==> src/rtl/dm_pkg.sv <==
// Shared definitions between the data memory and its access arbiter:
// access width encodings, arbiter FSM states and the latched request bundle.
package dm_pkg;

  localparam logic [1:0] WORD = 2'b00;
  localparam logic [1:0] HALF = 2'b01;
  localparam logic [1:0] BYTE = 2'b10;

  typedef enum logic [1:0] {
    IDLE   = 2'b00,
    ACCESS = 2'b01,
    RESP   = 2'b10
  } arb_state_e;

  typedef struct packed {
    logic        we;
    logic [1:0]  width;
    logic        sign;
    logic [31:0] addr;
    logic [31:0] wd;
  } dm_req_t;

  // True when the access cannot be served at this address/width.
  function automatic logic misaligned(input logic [1:0] width, input logic [1:0] lo);
    logic bad;
    bad = 1'b0;
    case (width)
      WORD:    bad = (lo != 2'b00);
      HALF:    bad = lo[0];
      BYTE:    bad = 1'b0;
      default: bad = 1'b1;
    endcase
    return bad;
  endfunction

endpackage

==> src/rtl/rr_arb2.sv <==
// Two-requester picker: a lone requester always wins; a tie goes to the
// pointed-to port, or always to port 0 when FIXED_PRI is set.
module rr_arb2 #(
  parameter int FIXED_PRI = 0
) (
  input  logic [1:0] req,
  input  logic       ptr,
  output logic [1:0] gnt
);

  always_comb begin
    gnt = req;
    if (req == 2'b11) begin
      if ((FIXED_PRI != 0) || !ptr) gnt = 2'b01;
      else                          gnt = 2'b10;
    end
  end

endmodule

==> src/rtl/dm_arbiter.sv <==
// Two-port arbiter/sequencer in front of the word-organised data memory.
// Optional alignment checking is enabled by defining DM_ARB_ALIGN_CHECK_EN.
module dm_arbiter
  import dm_pkg::*;
#(
  parameter int FIXED_PRI = 0
) (
  input  logic        clk,
  input  logic        reset,
  input  logic        p0_req,
  input  logic        p0_we,
  input  logic [1:0]  p0_width,
  input  logic        p0_sign,
  input  logic [31:0] p0_addr,
  input  logic [31:0] p0_wd,
  output logic        p0_ack,
  output logic [31:0] p0_rd,
  output logic        p0_err,
  input  logic        p1_req,
  input  logic        p1_we,
  input  logic [1:0]  p1_width,
  input  logic        p1_sign,
  input  logic [31:0] p1_addr,
  input  logic [31:0] p1_wd,
  output logic        p1_ack,
  output logic [31:0] p1_rd,
  output logic        p1_err,
  output logic        dm_we,
  output logic [1:0]  dm_width,
  output logic        dm_sign,
  output logic [31:0] dm_addr,
  output logic [31:0] dm_wd,
  input  logic [31:0] dm_rd
);

  arb_state_e  state_q, state_d;
  logic        port_q, port_d;
  logic        ptr_q, ptr_d;
  logic        rsp_err_q, rsp_err_d;
  dm_req_t     req_q, req_d;
  logic [31:0] rsp_rd_q, rsp_rd_d;
  logic [1:0]  gnt;
  logic        err_now;

  rr_arb2 #(.FIXED_PRI(FIXED_PRI)) u_pick (
    .req ({p1_req, p0_req}),
    .ptr (ptr_q),
    .gnt (gnt)
  );

`ifdef DM_ARB_ALIGN_CHECK_EN
  assign err_now = misaligned(req_q.width, req_q.addr[1:0]);
`else
  assign err_now = 1'b0;
`endif

  always_comb begin
    state_d   = state_q;
    port_d    = port_q;
    ptr_d     = ptr_q;
    req_d     = req_q;
    rsp_rd_d  = rsp_rd_q;
    rsp_err_d = rsp_err_q;
    dm_we     = 1'b0;
    dm_width  = 2'b00;
    dm_sign   = 1'b0;
    dm_addr   = '0;
    dm_wd     = '0;
    p0_ack    = 1'b0;
    p0_rd     = '0;
    p0_err    = 1'b0;
    p1_ack    = 1'b0;
    p1_rd     = '0;
    p1_err    = 1'b0;
    case (state_q)
      IDLE: begin
        if (gnt != 2'b00) begin
          port_d  = gnt[1];
          req_d   = gnt[1] ? '{p1_we, p1_width, p1_sign, p1_addr, p1_wd}
                           : '{p0_we, p0_width, p0_sign, p0_addr, p0_wd};
          state_d = ACCESS;
        end
      end
      ACCESS: begin
        // A rejected store must never reach the memory write enable.
        dm_we     = req_q.we & ~err_now;
        dm_width  = req_q.width;
        dm_sign   = req_q.sign;
        dm_addr   = req_q.addr;
        dm_wd     = req_q.wd;
        rsp_rd_d  = err_now ? '0 : dm_rd;
        rsp_err_d = err_now;
        state_d   = RESP;
      end
      RESP: begin
        if (port_q) begin
          p1_ack = 1'b1;
          p1_rd  = rsp_rd_q;
          p1_err = rsp_err_q;
        end else begin
          p0_ack = 1'b1;
          p0_rd  = rsp_rd_q;
          p0_err = rsp_err_q;
        end
        ptr_d   = ~port_q;
        state_d = IDLE;
      end
      default: state_d = IDLE;
    endcase
  end

  always_ff @(posedge clk or negedge reset) begin
    if (!reset) begin
      state_q   <= IDLE;
      port_q    <= 1'b0;
      ptr_q     <= 1'b0;
      rsp_err_q <= 1'b0;
    end else begin
      state_q   <= state_d;
      port_q    <= port_d;
      ptr_q     <= ptr_d;
      rsp_err_q <= rsp_err_d;
    end
  end

  // Request fields and read data are only observed behind state gating.
  always_ff @(posedge clk) begin
    req_q    <= req_d;
    rsp_rd_q <= rsp_rd_d;
  end

endmodule

==> config.mk <==
export PLATFORM = sky130hd
export DESIGN_NAME = dm_arbiter
export DESIGN_NICKNAME = d
export VERILOG_FILES = /design/src/rtl/dm_pkg.sv /design/src/rtl/rr_arb2.sv /design/src/rtl/dm_arbiter.sv
export SDC_FILE = /design/constraint.sdc
export NUM_CORES = 1
export LEC_CHECK = 0
export CAP_MARGIN = 20
export CELL_PAD_IN_SITES_DETAIL_PLACEMENT = 1
export CELL_PAD_IN_SITES_GLOBAL_PLACEMENT = 1
export CORE_MARGIN = 1.5
export CORE_UTILIZATION = 28
export DETAILED_ROUTE_END_ITERATION = 10
export GPL_TIMING_DRIVEN = 0
export PLACE_DENSITY_LB_ADDON = 0.1
export SLEW_MARGIN = 40
export SYNTH_ARGS = -nofsm -noshare
export SYNTH_HDL_FRONTEND = slang
export SYNTH_HIERARCHICAL = 1
export SYNTH_SLANG_ARGS = --single-unit
==> constraint.sdc <==
create_clock -name clk -period 4.05 [get_ports clk]
set_input_delay 1.0125 -clock clk [delete_from_list [all_inputs] [get_ports clk]]
set_output_delay 1.0125 -clock clk [all_outputs]
set_load 0.02 [all_outputs]
==> results of run 1 <==
## logic make-up after synthesis
| group | after synthesis |
|---|---|
| AO/OA/AOI/OAI | 6 |
| buffers and inverters | 24 |
| flip-flops | 104 |
| multiplexers | 68 |
| other | 1 |
| AND/OR/NAND/NOR | 147 |
## power breakdown
| part | total, mW | internal, mW | switching (mW) | leakage, nW |
|---|---|---|---|---|
| sequential | 1.75 | 1.65 | 0.103 | 0.995 |
| combinational | 2.28 | 1.09 | 1.20 | 1.94 |
| clock | 0.858 | 0.496 | 0.363 | 0.139 |
| total | 4.89 | 3.23 | 1.66 | 3.07 |
## how the worst max path moves through the flow
stage	to	slack [ns]	cells past startpoint
after floorplan	req_q[0]	0.43	4
after global routing	dm_width[0]	0.27	4
final	dm_addr[30]	0.45	4
after CTS	dm_addr[30]	0.38	4
after global placement	req_q[28]	-1.40	5
after detailed placement	req_q[23]	0.19	6
## per-stage QoR
| step | utilization [%] | setup slack [ns] | area, µm² |
|---|---|---|---|
| 4_1_cts | 49.8 | 0.378 | 8610 |
| 3_5_place_dp | 48.1 | 0.191 | 8320 |
| 2_1_floorplan | - | 0.434 | 4950 |
| 3_3_place_gp | 47.9 | -1.40 | 8290 |
| 6_report | 49.8 | 0.452 | 8610 |
| 5_1_grt | 49.8 | 0.272 | 8610 |
## Yosys cell counts
| library cell | count |
|---|---|
| clkbuf_1 | 7 |
| a21o_1 | 1 |
| nand2_1 | 1 |
| nor3b_4 | 1 |
| conb_1 | 1 |
| nor2b_1 | 1 |
| buf_6 | 2 |
| o21a_1 | 2 |
| and3b_1 | 1 |
| a21boi_1 | 2 |
| buf_2 | 12 |
| nor2b_2 | 1 |
| inv_1 | 1 |
| or3b_1 | 1 |
| and2_1 | 120 |
| nor2_1 | 13 |
| buf_4 | 2 |
| edfxtp_1 | 100 |
| dfrtp_1 | 4 |
| a22o_1 | 1 |
| mux2_2 | 68 |
| nand2b_1 | 8 |
## critical path, cell delays in order (launching register included)
cell,delay [ns]
dfrtp_1,0.48
nor2b_2,0.36
clkbuf_4,0.54
and2_1,0.20
clkdlybuf4s50_1,0.65
## final cells by class
cell class / count / area, µm²
tap: 225 / 282
sequential: 104 / 3100
buffer: 23 / 128
multi-input combinational: 223 / 1730
fill: 1815 / 8690
antenna: 1 / 2.50
clock inverter: 2 / 33.8
inverter: 1 / 3.75
clock buffer: 14 / 254
timing repair buffer: 306 / 3070
## flip-flops by register name (all words and copies together), names as in the netlist
register  flops
rsp_rd_q     32
req_q        68
state_q       2
ptr_q         1
port_q        1
## metal layers
| metal | up-vias | wire (µm) |
|---|---|---|
| met5 | - | 0 |
| met4 | 0 | 313 |
| met3 | 17 | 1560 |
| met2 | 183 | 8140 |
| met1 | 1837 | 5420 |
| li1 | 1847 | - |
## cell usage in the layout, fill, tap and decap left out
cell type and n:
inv_1 1, a21boi_1 2, edfxtp_1 100, buf_6 2
mux2_2 68, a22o_1 1, o21a_1 1, clkinv_1 1
buf_4 2, o21a_4 1, clkdlybuf4s50_1 305, or3b_1 1
nor3b_4 1, and3b_1 1, clkbuf_8 1, and2_1 120
conb_1 2, clkbuf_4 1, clkbuf_16 9, nor2_1 13
buf_12 1, bufinv_16 1, diode_2 1, clkbuf_1 10
nand2_1 1, a21o_1 1, buf_2 12, nand2b_1 8
nor2b_2 1, nor2b_1 1, dfrtp_1 4
==> metrics.md, run 1 <==
| Metric | Value |
|---|---|
| Clock Pin Slew Worst Setup and Hold Paths | ~0.060 ns |
| Crit path arrival time | about 2.6 ns |
| R2R cell count | 6 |
| Gpl congestion | roughly 0.74 |
| Synthesis Warnings | 6 |
| Post-synthesis adder-cell area fraction | 0% |
| Total wire length | around 15,000 µm |
| Synth area leader | edfxtp_1 |
| Gate Count Post-Synth | 350 |
| Syn Area/Cell | between 10 and 15 µm² |
| DR vias | just under 4,000 |
| RSZ-0062 raised after global routing | no |
| Largest family of logic cells by synthesized area | simple AND/OR/NAND/NOR gates |
| Clk Tree Root Cell | clkbuf_16 |
| Post-CTS sizing | 0 |
| Final Hold Viols | 0 |
| Gr busiest metal | met2 |
| Crit Path Max Fanout | between 40 and 50 |
| Die extent in y | 136 µm |
| # clock sinks | 104 |
| Maximum clock insertion buffer count | 2 |
| Worst hold path startpoint | ptr_q |
| IO Port Bufs | between 300 and 400 |
| Clk Latency, worst-skew pair | around 0.34 ns |
| Cell Area, Synth | just under 5000 µm² |
| Fin crit period | approximately 3.6 ns |
| Inserted Clock Buffers | 9 |
| FF-to-FF setup slack | roughly 1.4 ns |
| Max VDD drop | 0.202 mV |
| Sequential cell area fraction in the yosys report | between 60% and 70% |
| Max-cap viol count | 0 |
| Vias in the first global route | 4,124 |
| Simple-gate area share of the yosys netlist | about 18% |
| First-pass GRT wire length | roughly 23,000 µm |
| # IOs | ~300 |
| Peak Freq | roughly 0.28 GHz |
| Core area | between 15,000 and 20,000 µm² |
| Met2 GRT Util | between 30 and 40% |
| XOR/XNOR Fraction of Synth Area | 0% |
| FF+latch count, synth | 104 |
| Final period util | 88.8% |
| Routed wire per std cell | about 17 µm |
| Initial DRC Count | 87 |
| Die area | 18,500 µm² |
| DRT Pass-1 Iters | 4 |
| Min-Delay Path Depth | 1 |
| WS Path Type | reg -> out |
| Worst reg2reg endpoint | req_q[47] |
| Share of Yosys cell area claimed by the top area cell type | 60.7% |
| Status | finished clean |
| Leakage | a little over 3 nW |
| CP startpoint kind | flip-flop |
| DRC violations left | 0 |
| Worst Hold Endpoint | ptr_q |
| Non-filler cells, final | ~900 |
| Post-synthesis compound-gate area fraction | less than 1% |
| FF-to-FF Start | ptr_q |
| Worst Tran Pin Value | 0.594 ns |
| Share of cells above drive strength 1 | between 10% and 20% |
| Power density cells | roughly 570 nW/µm² |
| Slew headroom | between 60% and 70% |
| CP required | roughly 3.0 ns |
| Synth area leaders | edfxtp_1 61%, mux2_2 15%, and2_1 15% |
| Distinct cells, synth | 22 |
| Clock skew | between 0.005 and 0.006 ns |
| Final setup violation count | 0 |
| Starting density of the core | ~29% |
| Initial antenna violation count | 1 |
| M1 GR Usage | 16.6% |
| Critical Path Source | state_q[1] |
| Hpwl dp | 12,300 µm |
| Hold buffers post-CTS | 0 |
| Routed Antenna Nets | 0 |
| Kind of end point of the critical path | output pin |
| Worst min path class | reg -> reg |
| Total track usage | approximately 17% |
| Setup Buffers After CTS | 0 |
| Final total power | between 4 and 5 mW |
| # nets final | 840 |
| Row cnt | 48 |
| Setup tns final | 0 ns |
| Drt via density | 4.32 |
| Post-synthesis mux area share | 15.5% |
| Die Wd | approximately 140 µm |
| Layout area overhead | 73.9% |
| Final Max Tran Viols | 0 |
| Met3 GRT Util | under 10% |
| Largest net degree at the start of global routing | 42 |
| Min Hold Slack | around 0.52 ns |
| H-tree depth | 3 |
| Total gr overflow | 0 |
| CTS tree | yes |
| DP Cell Count | just under 900 |
(Power assumes the default switching activity.)
==> run 2, diff against run 1 <==
Settings changed: TNS_END_PERCENT set to 100.
==> results of run 2 <==
No change in the layout: final DEF, timing and power equal those of run 1.
